File: config.mk
export PLATFORM = sky130hd
export DESIGN_NAME = phase_sequencer
export DESIGN_NICKNAME = d
export VERILOG_FILES = /design/src/rtl/phase_sequencer.sv
export SDC_FILE = /design/constraint.sdc
export NUM_CORES = 1
export LEC_CHECK = 0
export ABC_AREA = 1
export CORE_MARGIN = 3
export CORE_UTILIZATION = 40
export CTS_CLUSTER_SIZE = 24
export DETAILED_ROUTE_END_ITERATION = 6
export DONT_BUFFER_PORTS = 1
export GPL_TIMING_DRIVEN = 0
export PLACE_DENSITY = 0.59
export SETUP_SLACK_MARGIN = 0.05
export SLEW_MARGIN = 20
export SYNTH_ARGS = -nofsm -noshare
export SYNTH_HDL_FRONTEND = slang
export SYNTH_SLANG_ARGS = --single-unit
File: constraint.sdc
create_clock -name clk -period 1.4 [get_ports clk]
set_input_delay 0.14 -clock clk [delete_from_list [all_inputs] [get_ports clk]]
set_output_delay 0.14 -clock clk [all_outputs]
set_load 0.05 [all_outputs]
File: src/rtl/phase_sequencer.sv
// Round-robin phase sequencer: walks N_PHASES sub-blocks through an enable/done handshake.
// Optional per-phase watchdog is built when PHASE_TIMEOUT_EN is defined.
module phase_sequencer #(
  parameter int unsigned N_PHASES       = 3,
  parameter int unsigned IDX_W          = 2,
  parameter int unsigned FRAME_W        = 8,
  parameter int unsigned TIMEOUT_CYCLES = 1024
) (
  input  logic                clk,
  input  logic                rst_n,
  input  logic                ena,
  input  logic                pause_i,
  input  logic [N_PHASES-1:0] skip_i,
  input  logic [N_PHASES-1:0] phase_done_i,
  output logic [N_PHASES-1:0] phase_en_o,
  output logic [IDX_W-1:0]    phase_idx_o,
  output logic                busy_o,
  output logic                frame_tick_o,
  output logic [FRAME_W-1:0]  frame_cnt_o,
  output logic                timeout_o,
  output logic                timeout_flag_o
);

  localparam logic [0:0] S_IDLE = 1'b0;
  localparam logic [0:0] S_RUN  = 1'b1;

  if (TIMEOUT_CYCLES < 2) begin : g_bad_timeout
    $error("phase_sequencer: TIMEOUT_CYCLES must be at least 2");
  end
  if ((2 ** IDX_W) < N_PHASES) begin : g_bad_idx_w
    $error("phase_sequencer: IDX_W too narrow for N_PHASES");
  end

  logic [0:0]          state_q, state_d;
  logic [N_PHASES-1:0] en_q, en_d;
  logic [IDX_W-1:0]    idx_q, idx_d;
  logic                tick_q, tick_d;
  logic [FRAME_W-1:0]  cnt_q, cnt_d;

  logic             first_ok, next_ok, cur_done, expire, advance;
  logic [IDX_W-1:0] first_idx, next_idx;

  function automatic logic [N_PHASES-1:0] onehot(input logic [IDX_W-1:0] i);
    onehot = '0;
    for (int k = 0; k < int'(N_PHASES); k++) begin
      onehot[k] = (i == IDX_W'(k));
    end
  endfunction

  // Lowest non-skipped phase overall and above the current one; done of the current phase.
  always_comb begin
    first_ok  = 1'b0;
    first_idx = '0;
    next_ok   = 1'b0;
    next_idx  = '0;
    cur_done  = 1'b0;
    for (int k = int'(N_PHASES) - 1; k >= 0; k--) begin
      if (!skip_i[k]) begin
        first_ok  = 1'b1;
        first_idx = IDX_W'(k);
      end
      if (!skip_i[k] && (IDX_W'(k) > idx_q)) begin
        next_ok  = 1'b1;
        next_idx = IDX_W'(k);
      end
      if (IDX_W'(k) == idx_q) begin
        cur_done = phase_done_i[k];
      end
    end
  end

  assign advance = ena && (state_q == S_RUN) && (cur_done || expire);

  always_comb begin
    state_d = state_q;
    en_d    = en_q;
    idx_d   = idx_q;
    tick_d  = 1'b0;
    cnt_d   = cnt_q;
    case (state_q)
      S_IDLE: begin
        if (ena && !pause_i && first_ok) begin
          state_d = S_RUN;
          idx_d   = first_idx;
          en_d    = onehot(first_idx);
        end
      end
      S_RUN: begin
        if (advance) begin
          if (next_ok) begin
            idx_d = next_idx;
            en_d  = onehot(next_idx);
          end else begin
            tick_d = 1'b1;
            cnt_d  = cnt_q + FRAME_W'(1);
            // Frame boundary: the only place a pause or an all-skipped mask stops the rotation.
            if (pause_i || !first_ok) begin
              state_d = S_IDLE;
              en_d    = '0;
            end else begin
              idx_d = first_idx;
              en_d  = onehot(first_idx);
            end
          end
        end
      end
      default: begin
        state_d = S_IDLE;
        en_d    = '0;
      end
    endcase
  end

  always_ff @(posedge clk or negedge rst_n) begin
    if (!rst_n) begin
      state_q <= S_IDLE;
      en_q    <= '0;
      idx_q   <= '0;
      tick_q  <= 1'b0;
      cnt_q   <= '0;
    end else begin
      state_q <= state_d;
      en_q    <= en_d;
      idx_q   <= idx_d;
      tick_q  <= tick_d;
      cnt_q   <= cnt_d;
    end
  end

  assign phase_en_o   = en_q;
  assign phase_idx_o  = idx_q;
  assign busy_o       = (state_q == S_RUN);
  assign frame_tick_o = tick_q;
  assign frame_cnt_o  = cnt_q;

`ifdef PHASE_TIMEOUT_EN
  localparam int unsigned WD_W = $clog2(TIMEOUT_CYCLES);

  logic [WD_W-1:0] wd_q, wd_d;
  logic            to_q, to_d;
  logic            flag_q, flag_d;

  // A real done on the expiry edge suppresses the timeout report.
  assign expire = !cur_done && (wd_q == WD_W'(TIMEOUT_CYCLES - 1));

  always_comb begin
    wd_d   = wd_q;
    to_d   = 1'b0;
    flag_d = flag_q;
    if (ena) begin
      if ((state_q == S_IDLE) || advance) begin
        wd_d = '0;
      end else begin
        wd_d = wd_q + WD_W'(1);
      end
      if ((state_q == S_RUN) && expire) begin
        to_d   = 1'b1;
        flag_d = 1'b1;
      end
    end
  end

  always_ff @(posedge clk or negedge rst_n) begin
    if (!rst_n) begin
      wd_q   <= '0;
      to_q   <= 1'b0;
      flag_q <= 1'b0;
    end else begin
      wd_q   <= wd_d;
      to_q   <= to_d;
      flag_q <= flag_d;
    end
  end

  assign timeout_o      = to_q;
  assign timeout_flag_o = flag_q;
`else
  assign expire         = 1'b0;
  assign timeout_o      = 1'b0;
  assign timeout_flag_o = 1'b0;
`endif

endmodule

==> flow_metrics.tcl <==
set metrics [dict create \
    status "finished, final reports clean" \
    cts-root-buf "clkbuf_4" \
    min_to "phase_en_o[0]$_DFFE_PN0P_" \
    clk_pin_slew_ps 90 \
    period_needed_ps 1360 \
    pwr-share-clk 0.088 \
    rsz0062_at_grt "true" \
    critPathCaptureType "flip-flop" \
    final_util 0.569 \
    use_met2 0.258 \
    critPathMaxFanout 6 \
    dp.cells 146 \
    synth_area_leader_cell "dfrtp_1" \
    finalMaxSlewViolations 0 \
    hpwl_um 1350 \
    cts.sinks 15 \
    seqPwrFrac 0.525 \
    cts_tree "done" \
    track_usage 0.152 \
    synth.top_cell.area_share 0.412 \
    cp.required_ps 1570 \
    netlist_area_um2 911 \
    reg2regPathDepth 5 \
    fmax_ghz 0.733 \
    p_int_mw 1.20 \
    grt_max_degree 16 \
    first_iter_violations 14 \
    insertedDiodeCount 0 \
    hold_viol 0 \
    die_h_um 53.7 \
    switching_share 0.568 \
    rows 16 \
    core-area_um2 2060 \
    drc 0 \
    p_sw_mw 1.58 \
    start_util 0.442 \
    yosysUniqueCellTypes 22 \
    fin_area_um2 1170 \
    cts_max_path_buffers 2 \
    min_delay_path_depth 3 \
    finClkSkew_ps 7.37 \
    cts_buffers 3 \
    total_power_mw 2.78 \
    hold_start "skip_i[0]" \
    worstSetupPathType "reg -> reg" \
    ant_nets 0 \
    antenna_found_initial 0 \
    fin_nets 144 \
    syn2layout_area_growth_pct 28.8 \
    busiest_layer "met2" \
    setup_viol_count_final 0 \
    layout.cells.non_filler 159 \
    gp_congestion 0.738 \
    grt_pass1_vias 740 \
    synth_edf_count 0 \
    r2r-start "phase_idx_o[0]$_DFFE_PN0P_" \
    dr.pass1.iters 6 \
    ys_seq_area_frac 0.412 \
    worstSetupStartpointType "flip-flop" \
    synth_warnings 0 \
    maxSlewHeadroom 0.560 \
    overflow 0 \
    synth-seq-cells 15 \
    pwr_density_cell_nw_per_um2 2370 \
    max_cap_viol_count 0 \
    p_leak_nw 0.593 \
    wl_um 1910 \
    wl_per_cell_um 12.0 \
    h-tree-depth 1 \
    hp-class "in -> reg" \
    min_period_over_period 0.974 \
    ys.flop_type "dfrtp_1" \
    met3_usage 0.0665 \
    synth_cells 118 \
    dpl_worst_slack_ps -85.3 \
    r2r_setup_slack_ps 40 \
    dieArea_um2 2890 \
    place_area_um2 963 \
    p_comb_frac 0.387 \
    rr_endpoint "frame_cnt_o[0]$_DFFE_PN0P_" \
    num_vias 781 \
    irDropWorstVdd_v 0.00111 \
    drive_above_1_share 0.371 \
    port_buffers 0 \
    worstSkewPairLatency_ps 280 \
    grt_use_met1 0.173 \
    yosys-top-cells-area "dfrtp_1 (41%), nand2_1 (17%), nand3_1 (7.1%)" \
    fin_ws_ps 36.1 \
    via_per_inst 4.91 \
    tightest_slew_ps 657 \
    crit_arrival_ps 1540 \
    grt_pass1_wl_um 3140 \
    avgSynthCellArea_um2 7.72 \
    boundaryPins 27 \
    die_w_um 53.7 \
    synth_async_sr_flop_share 1.00 \
]
## worst max-delay path by stage
stage,from,end,slack (ps),cells after the start
global route,phase_idx_o[0]$_DFFE_PN0P_,frame_cnt_o[5]$_DFFE_PN0P_,-40,6
finish,phase_idx_o[0]$_DFFE_PN0P_,frame_cnt_o[0]$_DFFE_PN0P_,40,5
global placement,frame_cnt_o[6]$_DFFE_PN0P_,frame_cnt_o[7]$_DFFE_PN0P_,-30,7
detailed placement,frame_cnt_o[6]$_DFFE_PN0P_,frame_cnt_o[7]$_DFFE_PN0P_,-90,7
CTS,frame_cnt_o[0]$_DFFE_PN0P_,frame_cnt_o[5]$_DFFE_PN0P_,3,7
floorplan,frame_cnt_o[6]$_DFFE_PN0P_,frame_cnt_o[7]$_DFFE_PN0P_,70,7
## routing by layer
| metal | vias up | share of wire |
|---|---|---|
| met3 | 0 | 0.082 |
| met1 | 360 | 0.43 |
| met5 | - | 0 |
| met2 | 25 | 0.49 |
| li1 | 396 | - |
| met4 | 0 | 0 |
## sequential cells by signal, summed over array words and instances, names as in the netlist
name          count
phase_en_o        3
busy_o            1
phase_idx_o       2
frame_cnt_o       8
frame_tick_o      1
## final cells by class
type,count,area (um2)
Clock buffer,3,22.5
Sequential cell,15,393
Fill cell,189,888
Clock inverter,1,5.00
Multi-Input combinational cell,87,548
Inverter,14,55.1
Timing Repair Buffer,9,90.1
Tap cell,27,33.8
Buffer,3,26.3
## synth_stat cells (2+ instances only)
library cell  number
nand4_1            2
o21ai_0            7
nand2_4            2
xor2_1             3
buf_4              2
nand2_1           42
dfrtp_1           15
nand2_2            4
nand3_1           13
nor2_1             3
inv_1             14
## worst max-delay path: stages (launching register included)
cell,delay [ps]
dfrtp_2,580
nor2_4,100
a21oi_4,190
buf_6,130
nand3_4,100
xor2_1,160
## power by group through the flow
stage / registers, mW / logic, mW / clock network, mW
after global routing: 1.49 / 1.20 / 0.280
after CTS: 1.44 / 0.940 / 0.255
after floorplan: 1.38 / 0.647 / 0
after detailed placement: 1.43 / 0.744 / 0
after global placement: 1.43 / 0.726 / 0
final: 1.46 / 1.07 / 0.245
## layout by cell type, fill, tap and decap left out
cell	count
nor2_4	2
xnor2_1	1
ha_2	1
nor3_4	1
clkinv_2	1
nand2_2	5
o21ai_1	2
dfrtp_1	5
a21oi_4	1
inv_1	11
o21ai_0	5
dfrtp_2	8
nand3_1	10
dlygate4sd3_1	1
dfrtp_4	2
xor2_1	3
nand4_1	2
nand2_4	5
nand2_1	38
inv_4	1
buf_6	3
nand3b_1	1
clkbuf_4	3
nand3_2	2
conb_1	2
nor2_1	2
nor2_8	1
buf_12	1
inv_2	2
nand3_4	3
buf_4	7
## repair_timing
item                                    4_1_cts  5_1_grt
endpoints found under the hold margin        15        0
endpoints found under the setup margin       14       15
hold buffers                                  1        0
buffers inserted                              6        2
pin swaps                                     7        3
resized for setup                            16       15
## stage by stage
step,TNS [ps],hold slack [ps]
2_1_floorplan,0,-156
3_3_place_gp,-154,-155
3_5_place_dp,-281,-155
4_1_cts,0,87.5
5_1_grt,-216,127
6_report,0,97.6
## cells by family (layout without fill, tap and decap cells)
logic type,Yosys count,after routing,synth area share
fa+ha+maj,1,1,0.0137
xor+xnor,4,4,0.0385
other cells,1,2,0.00412
simple gates,72,72,0.396
compound gates,8,8,0.0563
buf+inv,17,30,0.0797
flops,15,15,0.412
Note: power is estimated with default switching activity, not from simulation.
